File: config.mk
export PLATFORM = sky130hd
export DESIGN_NAME = exc_ctrl
export DESIGN_NICKNAME = d
export VERILOG_FILES = /design/src/rtl/exc_ctrl.sv
export SDC_FILE = /design/constraint.sdc
export NUM_CORES = 1
export LEC_CHECK = 0
export CORE_MARGIN = 2
export CORE_UTILIZATION = 31
export CTS_CLUSTER_DIAMETER = 80
export DETAILED_ROUTE_END_ITERATION = 8
export HOLD_SLACK_MARGIN = 0.08
export PLACE_DENSITY = 0.74
export SYNTH_ARGS = -nofsm -noshare
export SYNTH_HDL_FRONTEND = slang
export SYNTH_SLANG_ARGS = --single-unit
File: constraint.sdc
create_clock -name clk -period 1.8 [get_ports clk]
set_clock_uncertainty 0.2 [all_clocks]
set_input_delay 0.18 -clock clk [delete_from_list [all_inputs] [get_ports clk]]
set_output_delay 0.18 -clock clk [all_outputs]
set_load 0.02 [all_outputs]
File: src/rtl/exc_ctrl.sv
// Exception/interrupt controller: qualifies MEM-stage traps and ERET, commits CP0 state, flushes, redirects fetch.
// Latency: detect T, CP0 commit pulse T+1, redirect_valid from T+2, back in IDLE at T+3 with ready high.
// Backpressure: redirect held stable (flush asserted) until redirect_ready; MEM inputs ignored until then.
module exc_ctrl #(
   parameter logic [31:0] VECTOR = 32'h8000_0180
) (
   input  logic        clk,
   input  logic        rst,
   input  logic        mem_valid,
   input  logic [31:0] mem_pc,
   input  logic        mem_bd,
   input  logic        mem_adel_if,
   input  logic        mem_ri,
   input  logic        mem_ov,
   input  logic        mem_sys,
   input  logic        mem_bp,
   input  logic        mem_adel_d,
   input  logic        mem_ades,
   input  logic        mem_eret,
   input  logic [31:0] status_in,
   input  logic [31:0] cause_in,
   input  logic [31:0] epc_in,
   input  logic        mtc0_we,
   input  logic [4:0]  mtc0_reg,
   input  logic [31:0] mtc0_data,
   output logic        cp0_exl,
   output logic        cp0_exc_we,
   output logic        cp0_bd,
   output logic [4:0]  cp0_exccode,
   output logic [31:0] cp0_epc,
   output logic        flush,
   output logic        redirect_valid,
   output logic [31:0] redirect_pc,
   input  logic        redirect_ready
);

   typedef enum logic [1:0] {IDLE, COMMIT, REDIRECT} state_t;

   localparam logic [4:0] CODE_INT  = 5'd0;
   localparam logic [4:0] CODE_ADEL = 5'd4;
   localparam logic [4:0] CODE_ADES = 5'd5;
   localparam logic [4:0] CODE_SYS  = 5'd8;
   localparam logic [4:0] CODE_BP   = 5'd9;
   localparam logic [4:0] CODE_RI   = 5'd10;
   localparam logic [4:0] CODE_OV   = 5'd12;
   localparam logic [4:0] REG_STATUS = 5'd12;

   state_t      state;
   logic        kind_trap;   // 1: pending event is a trap, 0: ERET
   logic        int_pending;
   logic        any_flag;
   logic        trap;
   logic        eret_go;
   logic [4:0]  trap_code;
   logic [31:0] trap_epc;

   // Bits of the CP0 words this block does not look at.
   logic unused_bits;
   assign unused_bits = ^{status_in[31:16], status_in[7:2], cause_in[31:16], cause_in[7:0],
                          mtc0_data[31:2], mtc0_data[0]};

   assign int_pending = status_in[0] & ~status_in[1] & (|(status_in[15:8] & cause_in[15:8]));
   assign any_flag    = mem_adel_if | mem_ri | mem_ov | mem_sys | mem_bp | mem_adel_d | mem_ades;
   assign trap        = mem_valid & (int_pending | any_flag);
   assign eret_go     = mem_valid & mem_eret & ~trap;
   // EPC points at the branch when the faulting instruction is in its delay slot; wraps modulo 2^32.
   assign trap_epc    = mem_bd ? (mem_pc - 32'd4) : mem_pc;

   // Fixed-priority ExcCode selection; interrupts win over every synchronous flag.
   always_comb begin
      trap_code = CODE_INT;
      if (int_pending)      trap_code = CODE_INT;
      else if (mem_adel_if) trap_code = CODE_ADEL;
      else if (mem_ri)      trap_code = CODE_RI;
      else if (mem_ov)      trap_code = CODE_OV;
      else if (mem_sys)     trap_code = CODE_SYS;
      else if (mem_bp)      trap_code = CODE_BP;
      else if (mem_adel_d)  trap_code = CODE_ADEL;
      else if (mem_ades)    trap_code = CODE_ADES;
   end

   // Control FSM with all outputs registered; CP0 cause fields hold their last committed trap.
   always_ff @(posedge clk or negedge rst) begin
      if (!rst) begin
         state          <= IDLE;
         kind_trap      <= 1'b0;
         cp0_exl        <= 1'b0;
         cp0_exc_we     <= 1'b0;
         cp0_bd         <= 1'b0;
         cp0_exccode    <= 5'd0;
         cp0_epc        <= 32'd0;
         flush          <= 1'b0;
         redirect_valid <= 1'b0;
         redirect_pc    <= 32'd0;
      end else begin
         case (state)
            IDLE: begin
               if (mtc0_we && (mtc0_reg == REG_STATUS)) begin
                  cp0_exl <= mtc0_data[1];
               end
               if (trap) begin
                  kind_trap   <= 1'b1;
                  cp0_exccode <= trap_code;
                  cp0_bd      <= mem_bd;
                  cp0_epc     <= trap_epc;
                  cp0_exc_we  <= 1'b1;
                  redirect_pc <= VECTOR;
                  flush       <= 1'b1;
                  state       <= COMMIT;
               end else if (eret_go) begin
                  kind_trap   <= 1'b0;
                  redirect_pc <= epc_in;
                  flush       <= 1'b1;
                  state       <= COMMIT;
               end
            end
            COMMIT: begin
               cp0_exc_we     <= 1'b0;
               cp0_exl        <= kind_trap;
               redirect_valid <= 1'b1;
               state          <= REDIRECT;
            end
            REDIRECT: begin
               if (redirect_ready) begin
                  redirect_valid <= 1'b0;
                  flush          <= 1'b0;
                  state          <= IDLE;
               end
            end
            default: begin
               state <= IDLE;
            end
         endcase
      end
   end

endmodule

* After elaboration in Yosys (flattened, before gate mapping)
Cells that the tools add are included.
** Word-level totals
- Bits in writable memories :: 0
- ROM bits :: 0
- Bits in latches :: 0
- Memories :: 0
- Output and inout bits :: 74
- Bits in registers :: 77
- Input bits :: 179
** Operators by class
- Bitwise gates (word level) :: 15
- Shifts and indexed selects :: 0
- Reduce and logical (&&, ||, !) cells :: 14
- $add $sub $neg :: 1
- $lt $le $gt $ge :: 0
- Multiplexer cells :: 26
- Eq/ne operators :: 7
- Div/mod/pow operators :: 0
- Multiply operators :: 0
** Operator list (number)
- $mux 32 :: 3
- $sub 32x3->32 const B :: 1
- $mux 4 :: 5
- $reduce_and 2->1 :: 6
- $and 8x8->8 :: 1
- $pmux 1 s2 :: 4
- $reduce_bool 2->1 :: 4
- $reduce_or 8->1 :: 1
- $mux 1 :: 7
- $or 1x1->1 :: 7
- $mux 2 :: 3
- $mux 3 :: 2
- $ne 2x2->1 const B :: 3
- $pmux 2 s3 :: 1
- $and 1x1->1 :: 5
- $eq 5x4->1 const B :: 1
- $mux 5 :: 1
- $ne 3x3->1 const B :: 1
- $reduce_and 3->1 :: 1
- $eq 2x1->1 const B :: 1
- $eq 2x2->1 const B :: 1
- $logic_not 2->1 :: 1
- $not 1->1 :: 2
- $logic_and 1x1->1 :: 1

* Depth between registers and ports, before layout
- Depth after elaboration :: 13
- Mapped depth :: 7

* Least setup slack after synthesis
Ideal clock, no wire load.
- Kind :: input-to-reg
- Start point :: in mem_pc[24]
- End point :: reg cp0_epc[31]
- Stages on the path :: 5
- Arrival :: 1600 ps
- Required time :: 1474 ps
- Slack :: -127 ps
- Cell sequence :: or4_4 -> or4_4 -> nor4b_4 -> xnor2_1 -> o21ai_2
** On the way
- Word-level cells in the longest chain between the ends :: 2
** RTL lines
- from (decl) :: line 10 : input logic [31:0] mem_pc,
- $sub 32x3->32 :: line 67 : assign trap_epc = mem_bd ? (mem_pc - 32'd4) : mem_pc;
- $mux 32 :: line 67
- to (signal assigned) :: line 105 : cp0_epc <= trap_epc;
- to (decl) :: line 30 : output logic [31:0] cp0_epc,
No other way between the ends.
A chain may end at the register's enable or synchronous reset.

* Worst setup path after layout
- Start point :: in cause_in[13]
- End point :: reg cp0_epc[28]
** On the way
- Word-level cells in the longest chain between the ends :: 6
** RTL lines
- from (decl) :: line 21 : input logic [31:0] cause_in,
- $and 8x8->8 :: line 62 : assign int_pending = status_in[0] & ~status_in[1] & (|(status_in[15:8] & cause_in[15:8]));
- $reduce_or 8->1 :: line 62
- $and 1x1->1 :: line 62
- $or 1x1->1 :: line 64 : assign trap = mem_valid & (int_pending | any_flag);
- $and 1x1->1 :: line 64
- $reduce_and 2->1 (no source line)
No other way between the ends.

==> run_results.csv <==
group,metric,value,unit
clock_network,clk_pin_slew,0.06,ns
power_and_ir_drop,peakVddDrop,0.000732,V
sta,finalHoldViolCount,0,
synthesis,synth.distinct_cells,43,
synthesis,yosysSeqAreaShare,0.543,
global_route,grt_pass1_wl,17400,microns
setup_path,path_class,"in -> reg",
cells_and_area,area_growth,89.4,%
sta,hold_slack,0.0998,ns
synthesis,synth-main-ff-cell,"dfrtp_1",
detailed_routing,vias,3532,
synthesis,synth_nets,511,
sta,fin_crit_sh,1.01,
cells_and_area,instances_no_fill,726,
detailed_routing,via_per_inst,4.87,
synthesis,yosys-top-cells-area,"dfrtp_1 (54%), a22o_1 (7.3%), xnor2_1 (5.3%)",
detailed_routing,dr.pass1.iters,4,
setup_path,crit_chain,"dlygate4sd2_1 > a22oi_2 > a41oi_4 > buf_4 > o31ai_4 > buf_12 > buf_8 > buf_6 > nand2_1 > o21ai_1",
clock_network,clkSinkCount,76,
outcome,violations,"negative setup slack",
synthesis,netlist_instances,331,
sta,fin_crit,1.81,ns
cells_and_area,nets,761,
floorplan,fp-row-count,38,
cells_and_area,utilization,0.606,
floorplan,die_w,110,microns
synthesis,synth_edf_count,0,
synthesis,synth_common_cells,"dfrtp_1 (76), nand2_1 (47), o21ai_0 (32)",
floorplan,io_pins,253,
global_route,overflow,0,
floorplan,dieHeight,110,microns
min_path,hold_path_class,"in -> reg",
clock_network,clkLatencyLatePin,0.34,ns
sta,rsz0062_at_grt,"true",
setup_path,max_stage_delay,0.31,ns
run,cap_viol_max_count,0,
power_and_ir_drop,finalPower,7240,uW
placement,dp_hpwl,8110,microns
sta,setup_viol,1,
outcome,outcome,"finished, violations left",
power_and_ir_drop,p_leak,0.00293,uW
setup_path,crit_fanout,8,
detailed_routing,drt_wl_total,12200,microns
clock_network,cts_tree,"yes",
synthesis,synth.most_common_cell,"dfrtp_1",
floorplan,core_area,10900,sq um
setup_path,cp.arrival,1.87,ns
setup_path,worstSetupEndpointType,"flip-flop",
clock_network,cts-root-buf,"clkbuf_16",
detailed_routing,wl_per_cell,16.8,microns
synthesis,synth.top_cell.area_share,0.543,
global_route,grt_pass1_vias,3484,
clock_network,cts_buffers,9,
synthesis,synth-seq-cells,76,
detailed_routing,drc,0,
clock_network,cts_buffer_depth,2,
sta,fmax,552,MHz
placement,dp_cells,687,
clock_network,htree_levels,3,
power_and_ir_drop,cellPowerDensity,1090,nW/um^2
global_route,grt_max_degree,77,
synthesis,netlist_area,3500,sq um
synthesis,synth_area_per_cell,10.6,sq um
setup_path,start_kind,"primary input",
synthesis,synth_area_leader_cell,"dfrtp_1",
setup_path,critPathRequiredTime,1.86,ns
global_route,antenna_found_initial,0,
cells_and_area,diodes,0,
sta,slew_viol_final,0,
detailed_routing,drt_iter0_drc,176,
synthesis,synthArstFlopShare,1.00,
setup_path,slowest_stage,"o31ai_4",
placement,io_buffers,174,
floorplan,die-area,12200,sq um
floorplan,start_util,0.320,
placement,gp_congestion,0.800,
cells_and_area,drive_gt1_frac,0.239,
global_route,track_usage,0.191,
sta,setup_ws,-0.0101,ns
synthesis,yosysWarnings,0,
detailed_routing,ant_nets,0,
[metal layers]
layer,vias up,track usage,wire length [microns]
met1,1686,0.213,4800
li1,1675,-,-
met4,0,0.0857,199
met2,156,0.327,5990
met5,-,0,0
met3,15,0.0664,1210
[stage by stage]
step | TNS, ns | setup slack (ns) | cell area, sq um
after floorplan | -0.271 | -0.126 | 3510
after global placement | -33.86 | -0.577 | 5840
after detailed placement | -40.07 | -0.614 | 5840
after CTS | -0.0450 | -0.0450 | 6410
after global routing | -0.313 | -0.0597 | 6630
final | -0.0101 | -0.0101 | 6630
[placed cells by master (no fill, tap or decap), types with 3 or more instances in the layout]
master	instances
clkdlybuf4s50_1	132
dfrtp_1	76
buf_4	61
nand2_1	46
a22o_1	29
o21ai_0	29
dlygate4sd2_1	28
xnor2_1	21
nor2_1	16
clkbuf_16	11
o21ai_1	9
inv_1	8
xor2_1	8
buf_6	8
dlymetal6s2s_1	7
nor3_2	6
nor3_1	5
a22oi_2	4
nor4_4	4
nor4_2	4
or4_4	4
mux2_4	4
dlygate4sd3_1	4
buf_12	4
nand4b_1	3
nand3_1	3
o22a_1	3
clkbuf_8	3
clkbuf_1	3
[final timing paths]
kind	slack (ns)	cells after the start	to	start
worst max-delay path	-0.01	10	cp0_epc[28]$_DFFE_PN0P_	cause_in[13]
worst min-delay path	0.1	5	cp0_exccode[0]$_DFFE_PN0P_	mem_sys
worst max register to register	0.09	8	cp0_epc[31]$_DFFE_PN0P_	state[0]$_DFFE_PN0P_
worst min register to register	0.28	2	cp0_epc[20]$_DFFE_PN0P_	cp0_epc[20]$_DFFE_PN0P_
max in group asynchronous	0.88	3	cp0_epc[6]$_DFFE_PN0P_	rst
min in group asynchronous	0.20	3	redirect_pc[30]$_DFFE_PN0P_	rst
[final cells by class]
cell class              instances  area (sq um)
repair buffers                253          2470
inverters                       9          33.8
well taps                     140           175
flip-flops and latches         76          1900
clock inverters                 1          5.00
multi-input cells             232          1760
fillers                       883          4310
clock buffers                  15           278
[power by group]
| part | total (uW) | switching, uW | internal, uW | leakage (uW) |
|---|---|---|---|---|
| registers | 2460 | 277 | 2180 | 0.000966 |
| logic | 3060 | 1510 | 1550 | 0.00182 |
| clock network | 1720 | 673 | 1050 | 0.000140 |
| total | 7240 | 2460 | 4780 | 0.00293 |
[state kept, by name (all words and copies together), names as in the netlist]
| signal | flops |
|---|---|
| flush | 1 |
| redirect_valid | 1 |
| cp0_exccode | 4 |
| cp0_bd | 1 |
| cp0_epc | 32 |
| redirect_pc | 32 |
| kind_trap | 1 |
| state | 2 |
| cp0_exc_we | 1 |
| cp0_exl | 1 |
[logic make-up (layout without fill, tap and decap cells)]
family / count (synthesis) / count (layout) / share of synthesized area
simple gates: 113 / 114 / 0.175
flops: 76 / 76 / 0.543
fa+ha+maj: 1 / 1 / 0.00357
mux: 5 / 5 / 0.0157
compound gates: 82 / 82 / 0.160
other cells: 1 / 1 / 0.00107
buf+inv: 24 / 278 / 0.0290
xor+xnor: 29 / 29 / 0.0726
[worst max-delay path, delay by kind of cell]
kind            cells  cell delay [ns]
buf+inv             5             0.81
compound gates      4             0.81
simple gates        1             0.06
[timing repair]
action                                  CTS  global route
pin swaps                                27            23
buffers inserted                         10             3
endpoints found under the hold margin    78             1
gates cloned                              2             5
resized for setup                        81            35
endpoints found under the setup margin   70            67
hold buffers                              3             1
Power figures use the tool's default switching activity.
